### config.mk
export PLATFORM = sky130hd
export DESIGN_NAME = lsu_mem_unit
export DESIGN_NICKNAME = d
export VERILOG_FILES = /design/src/rtl/lsu_mem_unit_pkg.sv /design/src/rtl/lsu_mem_unit_align.sv /design/src/rtl/lsu_mem_unit.sv
export SDC_FILE = /design/constraint.sdc
export NUM_CORES = 1
export LEC_CHECK = 0
export BUFFER_PORTS_ARGS = -buffer_cell sky130_fd_sc_hd__buf_2
export CORE_MARGIN = 2
export CORE_UTILIZATION = 54
export DETAILED_ROUTE_END_ITERATION = 6
export PLACE_DENSITY = 0.95
export SLEW_MARGIN = 15
export SYNTH_ARGS = -nofsm -noshare
export SYNTH_HDL_FRONTEND = slang
export SYNTH_SLANG_ARGS = --single-unit
### constraint.sdc
create_clock -name clock -period 5.6 [get_ports clock]
set_input_delay 1.12 -clock clock [delete_from_list [all_inputs] [get_ports clock]]
set_output_delay 1.12 -clock clock [all_outputs]
set_load 0.01 [all_outputs]
### src/rtl/lsu_mem_unit_pkg.sv
// Shared encodings for the load/store unit: funct3 values, response error
// codes, FSM states and the request classification helpers.
package lsu_mem_unit_pkg;

    // Load funct3 encodings
    localparam logic [2:0] F3_LB  = 3'b000;
    localparam logic [2:0] F3_LH  = 3'b001;
    localparam logic [2:0] F3_LW  = 3'b010;
    localparam logic [2:0] F3_LBU = 3'b100;
    localparam logic [2:0] F3_LHU = 3'b101;

    // Store funct3 encodings (share the size field with loads)
    localparam logic [2:0] F3_SB  = 3'b000;
    localparam logic [2:0] F3_SH  = 3'b001;
    localparam logic [2:0] F3_SW  = 3'b010;

    // Access size field, funct3[1:0]
    localparam logic [1:0] SIZE_B = 2'b00;
    localparam logic [1:0] SIZE_H = 2'b01;
    localparam logic [1:0] SIZE_W = 2'b10;

    // resp_err codes
    localparam logic [1:0] ERR_OK       = 2'd0;
    localparam logic [1:0] ERR_MISALIGN = 2'd1;
    localparam logic [1:0] ERR_ILLEGAL  = 2'd2;
    localparam logic [1:0] ERR_TIMEOUT  = 2'd3;

    typedef enum logic [1:0] {
        ST_IDLE  = 2'd0,
        ST_ISSUE = 2'd1,
        ST_WAIT  = 2'd2,
        ST_RESP  = 2'd3
    } lsu_state_e;

    // funct3 values with no RV32I load/store meaning
    function automatic logic f3_illegal(input logic [2:0] f3);
        return (f3 == 3'b011) || (f3 == 3'b110) || (f3 == 3'b111);
    endfunction

    // Halfwords need an even offset, words need offset 0
    function automatic logic f3_misaligned(input logic [1:0] size, input logic [1:0] off);
        return ((size == SIZE_H) && off[0]) || ((size == SIZE_W) && (off != 2'b00));
    endfunction

endpackage

### src/rtl/lsu_mem_unit_align.sv
// Byte-lane steering: store byte enables / replicated write data, and
// load data extraction with sign or zero extension.
module lsu_align
    import lsu_mem_unit_pkg::*;
(
    input  logic [2:0]  funct3,
    input  logic [1:0]  off,
    input  logic [31:0] wdata,
    input  logic [31:0] rdata,
    output logic [3:0]  be,
    output logic [31:0] wdata_lane,
    output logic [31:0] rdata_ext
);

    logic [15:0] rdata_lo;

    // Byte enables: a size-wide mask shifted up to the addressed lane
    always_comb begin
        be = 4'b1111;
        case (funct3[1:0])
            SIZE_B:  be = 4'b0001 << off;
            SIZE_H:  be = 4'b0011 << off;
            default: be = 4'b1111;
        endcase
    end

    // Each byte lane carries the store byte/halfword replicated, so whichever
    // lane is enabled sees the right data without a barrel shifter
    for (genvar gi = 0; gi < 4; gi++) begin : g_lane
        assign wdata_lane[8*gi +: 8] = (funct3[1:0] == SIZE_B) ? wdata[7:0] :
                                       (funct3[1:0] == SIZE_H) ? wdata[8*(gi%2) +: 8] :
                                                                 wdata[8*gi +: 8];
    end

    // Low 16 bits of the read word shifted right by off bytes
    always_comb begin
        rdata_lo = rdata[15:0];
        case (off)
            2'd0:    rdata_lo = rdata[15:0];
            2'd1:    rdata_lo = rdata[23:8];
            2'd2:    rdata_lo = rdata[31:16];
            default: rdata_lo = {8'h00, rdata[31:24]};
        endcase
    end

    // Extend the extracted byte/halfword; words pass straight through
    always_comb begin
        rdata_ext = 32'h0;
        case (funct3)
            F3_LB:   rdata_ext = {{24{rdata_lo[7]}}, rdata_lo[7:0]};
            F3_LH:   rdata_ext = {{16{rdata_lo[15]}}, rdata_lo};
            F3_LW:   rdata_ext = rdata;
            F3_LBU:  rdata_ext = {24'h0, rdata_lo[7:0]};
            F3_LHU:  rdata_ext = {16'h0, rdata_lo};
            default: rdata_ext = 32'h0;
        endcase
    end

endmodule

### src/rtl/lsu_mem_unit.sv
// MEM-stage load/store unit: captures one request, runs it over a
// req/gnt/rvalid bus with a timeout, and returns a one-cycle response while
// stalling the pipeline in the meantime.
module lsu_mem_unit
    import lsu_mem_unit_pkg::*;
#(
    parameter int ADDR_W  = 32,
    parameter int TIMEOUT = 16,
    parameter int DATA_W  = 32
) (
    input  logic              clock,
    input  logic              reset,
    input  logic              req_valid,
    input  logic              req_write,
    input  logic [2:0]        req_funct3,
    input  logic [ADDR_W-1:0] req_addr,
    input  logic [31:0]       req_wdata,
    input  logic [4:0]        req_rd,
    output logic              stall,
    output logic              resp_valid,
    output logic [4:0]        resp_rd,
    output logic [31:0]       resp_data,
    output logic [1:0]        resp_err,
    output logic              bus_req,
    output logic              bus_we,
    output logic [ADDR_W-1:0] bus_addr,
    output logic [3:0]        bus_be,
    output logic [31:0]       bus_wdata,
    input  logic              bus_gnt,
    input  logic              bus_rvalid,
    input  logic [31:0]       bus_rdata
);

    if (DATA_W != 32) begin : g_bad_data_w
        $error("lsu_mem_unit: DATA_W must be 32");
    end

    localparam int CNT_W = (TIMEOUT > 1) ? $clog2(TIMEOUT) : 1;

    lsu_state_e        state_reg, state_next;
    logic              write_reg;
    logic [2:0]        funct3_reg;
    logic [ADDR_W-1:0] addr_reg;
    logic [31:0]       wdata_reg;
    logic [4:0]        rd_reg;
    logic [CNT_W-1:0]  cnt_reg;
    logic [4:0]        resp_rd_reg, resp_rd_next;
    logic [31:0]       resp_data_reg, resp_data_next;
    logic [1:0]        resp_err_reg, resp_err_next;

    logic              accept;
    logic              in_issue;
    logic              timeout_hit;
    logic [3:0]        lane_be;
    logic [31:0]       lane_wdata;
    logic [31:0]       load_data;

    lsu_align u_align (
        .funct3     (funct3_reg),
        .off        (addr_reg[1:0]),
        .wdata      (wdata_reg),
        .rdata      (bus_rdata),
        .be         (lane_be),
        .wdata_lane (lane_wdata),
        .rdata_ext  (load_data)
    );

    assign accept      = (state_reg == ST_IDLE) && req_valid;
    assign in_issue    = (state_reg == ST_ISSUE);
    assign timeout_hit = (TIMEOUT != 0) && (cnt_reg == CNT_W'(TIMEOUT - 1));

    // Next state and the response that will be presented in RESP
    always_comb begin
        state_next     = state_reg;
        resp_rd_next   = resp_rd_reg;
        resp_data_next = resp_data_reg;
        resp_err_next  = resp_err_reg;
        case (state_reg)
            ST_IDLE: begin
                if (req_valid) begin
                    resp_rd_next   = 5'd0;
                    resp_data_next = 32'h0;
                    resp_err_next  = ERR_OK;
                    if (f3_illegal(req_funct3)) begin
                        state_next    = ST_RESP;
                        resp_err_next = ERR_ILLEGAL;
                    end else if (f3_misaligned(req_funct3[1:0], req_addr[1:0])) begin
                        state_next    = ST_RESP;
                        resp_err_next = ERR_MISALIGN;
                    end else begin
                        state_next = ST_ISSUE;
                    end
                end
            end
            ST_ISSUE: begin
                if (bus_gnt) begin
                    if (write_reg) begin
                        state_next = ST_RESP;
                    end else if (bus_rvalid) begin
                        state_next     = ST_RESP;
                        resp_rd_next   = rd_reg;
                        resp_data_next = load_data;
                    end else begin
                        state_next = ST_WAIT;
                    end
                end else if (timeout_hit) begin
                    state_next    = ST_RESP;
                    resp_err_next = ERR_TIMEOUT;
                end
            end
            ST_WAIT: begin
                if (bus_rvalid) begin
                    state_next     = ST_RESP;
                    resp_rd_next   = rd_reg;
                    resp_data_next = load_data;
                end else if (timeout_hit) begin
                    state_next    = ST_RESP;
                    resp_err_next = ERR_TIMEOUT;
                end
            end
            default: begin
                // RESP: the still-present request is the one just completed
                state_next = ST_IDLE;
            end
        endcase
    end

    // State, request capture, timeout counter and response registers
    always_ff @(posedge clock) begin
        if (reset) begin
            state_reg     <= ST_IDLE;
            write_reg     <= 1'b0;
            funct3_reg    <= 3'b000;
            addr_reg      <= '0;
            wdata_reg     <= 32'h0;
            rd_reg        <= 5'd0;
            cnt_reg       <= '0;
            resp_rd_reg   <= 5'd0;
            resp_data_reg <= 32'h0;
            resp_err_reg  <= ERR_OK;
        end else begin
            state_reg     <= state_next;
            resp_rd_reg   <= resp_rd_next;
            resp_data_reg <= resp_data_next;
            resp_err_reg  <= resp_err_next;
            if (accept) begin
                write_reg  <= req_write;
                funct3_reg <= req_funct3;
                addr_reg   <= req_addr;
                wdata_reg  <= req_wdata;
                rd_reg     <= req_rd;
            end
            if (state_reg == ST_IDLE) begin
                cnt_reg <= '0;
            end else if ((state_reg == ST_ISSUE) || (state_reg == ST_WAIT)) begin
                cnt_reg <= cnt_reg + 1'b1;
            end
        end
    end

    assign stall      = accept || (state_reg == ST_ISSUE) || (state_reg == ST_WAIT);
    assign resp_valid = (state_reg == ST_RESP);
    assign resp_rd    = resp_valid ? resp_rd_reg   : 5'd0;
    assign resp_data  = resp_valid ? resp_data_reg : 32'h0;
    assign resp_err   = resp_valid ? resp_err_reg  : ERR_OK;

    assign bus_req    = in_issue;
    assign bus_we     = in_issue && write_reg;
    assign bus_addr   = in_issue ? {addr_reg[ADDR_W-1:2], 2'b00} : '0;
    assign bus_be     = in_issue ? lane_be : 4'b0000;
    assign bus_wdata  = (in_issue && write_reg) ? lane_wdata : 32'h0;

endmodule

==> run_results.csv <==
group,metric,value,unit
status,status,"complete, no violations",
logic_synthesis,synth_cell_types,62,
power_and_ir_drop,finalPower,3.25,mW
finish,antenna_cells,0,
logic_synthesis,synth-edff-count,0,
clock_network,numCtsBuffers,17,
sta,worst_pin_slew,1040,ps
critical_path,cp_slowest_cell,"dfxtp_1",
detailed_routing,wl_per_cell,16.3,um
clock_network,cts.sinks,118,
global_routing,grt_first_pass_wirelength,29300,um
detailed_routing,drc,0,
critical_path,arrival,2480,ps
hold_path,hp-start,"addr_reg[13]$_SDFFE_PP0P_",
detailed_routing,antenna_left,0,
clock_network,cts_setup_buffers,0,
finish,nets,1075,
critical_path,rr_startpoint,"addr_reg[0]$_SDFFE_PP0P_",
critical_path,critPathBufInv,1,
logic_synthesis,syn_inst,783,
place,gp_congestion,0.940,
power_and_ir_drop,p_leak,3.40,nW
logic_synthesis,ys.warnings.count,0,
critical_path,worstPathCellList,"or2_0, nand2_1, a21oi_1, buf_2",
place,portBuffers,218,
logic_synthesis,synth_top_area_frac,0.385,
logic_synthesis,avgSynthCellArea,7.83,um^2
finish,fillers,867,
critical_path,critPathMaxStageDelay,920,ps
finish,drive_gt1_frac,0.291,
critical_path,cp-start-kind,"register",
finish,mostFrequentLayoutCell,"buf_2",
detailed_routing,wl_met3,1660,um
detailed_routing,vias,6361,
critical_path,crit_start,"funct3_reg[0]$_SDFFE_PP0P_",
sta,final_max_slew_viol_count,0,
clock_network,hold_buffers,0,
critical_path,path_delay_family,"flip-flops",
clock_network,htreeDepth,4,
floorplan,die_area,0.0122,mm^2
clock_network,clk_pin_slew,50,ps
finish,synthToLayoutAreaGrowth,25.7,%
critical_path,path_max_fanout,22,
critical_path,end_kind,"primary output",
sta,rsz0062_at_grt,"false",
detailed_routing,topRoutingLayerUsed,"met4",
finish,layout.cells.non_filler,1113,
floorplan,io_pins,221,
finish,multi_input_area,0.00345,mm^2
global_routing,grt_start_max_net_pins,99,
place,dp.cells,1081,
sta,fin_crit,3600,ps
power_and_ir_drop,pwr_density_cell,421,mW/mm^2
power_and_ir_drop,vdd_drop_max,0.227,mV
sta,worst_slack,2000,ps
clock_network,root_buffer,"clkbuf_16",
critical_path,setup.worst_path.class,"reg -> out",
detailed_routing,wl_met2,8750,um
clock_network,clock_latency,410,ps
floorplan,start_util,0.559,
sta,setup-tns-final,0,ps
logic_synthesis,ys_top_cells_by_area,"dfxtp_1, nand2_1, a21oi_1, and2_1, mux2i_1",
global_routing,track_usage,0.293,
place,hpwl,12700,um
global_routing,grt_pass1_vias,5841,
hold_path,hold_class,"reg -> reg",
logic_synthesis,synth_seq_area_share,0.385,
finish,final_cell_mix,"buf_2, nand2_1, a21oi_1",
floorplan,core_region_area,0.0110,mm^2
sta,finalHoldViolCount,0,
detailed_routing,wl_met1,7210,um
critical_path,crit_required,4480,ps
sta,skew,10.0,ps
logic_synthesis,ys.flop_type,"dfxtp_1",
sta,clock.fmax,278,MHz
place,post-place-ws,2490,ps
logic_synthesis,synth_area,0.00613,mm^2
clock_network,cts.path.max_buffers,2,
logic_synthesis,synth.largest_area_cell,"dfxtp_1",
detailed_routing,firstDrtPassIters,7,
floorplan,core.rowCount,38,
flow_run,drv_cap,0,
global_routing,grt-ovfl-total,0,
finish,register_area,0.00236,mm^2
clock_network,cts_tree,"done",
floorplan,dieWidth,111,um
clock_network,cts_resized,0,
detailed_routing,routed_via_density,5.72,
global_routing,grt_antenna_before_repair,0,
floorplan,die_y,111,um
logic_synthesis,synthArstFlopShare,0,
logic_synthesis,ys_seq_elements,118,
sta,maxSlewHeadroom,0.304,
sta,setup_viol,0,
detailed_routing,drt_iter0_markers,438,
sta,final.period_utilization,0.642,
detailed_routing,routed_wl,18200,um
==> report_power, final <==
part	internal, mW	total (mW)	switching (mW)	leakage, nW
combinational	0.368	1.07	0.699	2.16
sequential	0.988	1.13	0.139	0.963
clock	0.620	1.05	0.433	0.273
==> area by class of cell <==
type / instances / area share
multi-input combinational: 593 / 0.448
sequential: 118 / 0.306
timing repair buffer: 222 / 0.146
clock buffer: 17 / 0.0552
tap: 140 / 0.0227
clock inverter: 15 / 0.0187
inverter: 8 / 0.00389
==> cell usage after synthesis (9+ instances only) <==
| cell type | instances |
|---|---|
| o21ai_0 | 11 |
| a221o_1 | 16 |
| buf_2 | 17 |
| dfxtp_1 | 118 |
| mux2i_1 | 24 |
| a21oi_1 | 122 |
| nand2_1 | 179 |
| and2_1 | 86 |
| clkbuf_1 | 39 |
| nor2_1 | 33 |
| nor2b_1 | 11 |
| and3_1 | 9 |
| a211oi_1 | 9 |
==> worst reg2reg max path, stage by stage (launching register included) <==
cell      delay (ps)
dfxtp_1          900
nor2b_1          610
a32oi_2          260
a211oi_4         640
a221o_1          210
==> cell families (layout without fill, tap and decap cells) <==
group	count (synthesis)	after routing	synth area share
flops	118	118	0.385
fa+ha+maj	5	5	0.0102
compound gates	206	206	0.228
other cells	1	2	0.000611
mux	26	26	0.0447
xor+xnor	3	3	0.00428
simple gates	351	351	0.273
buf+inv	73	262	0.0536
==> through the flow <==
stage          instance area (um^2)  hold slack (ps)  utilization
4_1_cts                        7710              450        0.702
2_1_floorplan                  6140              424            -
5_1_grt                        7710              471        0.702
3_3_place_gp                   7140              437        0.650
6_report                       7710              448        0.702
3_5_place_dp                   7140              441        0.650
==> final timing paths <==
path	endpoint	slack, ps	depth (start not counted)
worst min-delay path	addr_reg[13]$_SDFFE_PP0P_	450	2
worst min register to register	addr_reg[13]$_SDFFE_PP0P_	450	2
worst max-delay path	bus_wdata[10]	2000	4
worst max register to register	resp_data_reg[29]$_SDFFE_PP0P_	2910	4
==> layer usage <==
| metal | vias to the layer above | global-route usage |
|---|---|---|
| met5 | - | 0 |
| met4 | 0 | 0.125 |
| met3 | 47 | 0.0884 |
| met2 | 345 | 0.481 |
| met1 | 2932 | 0.355 |
| li1 | 3037 | - |
No activity file was read; power rests on OpenSTA's default activity.
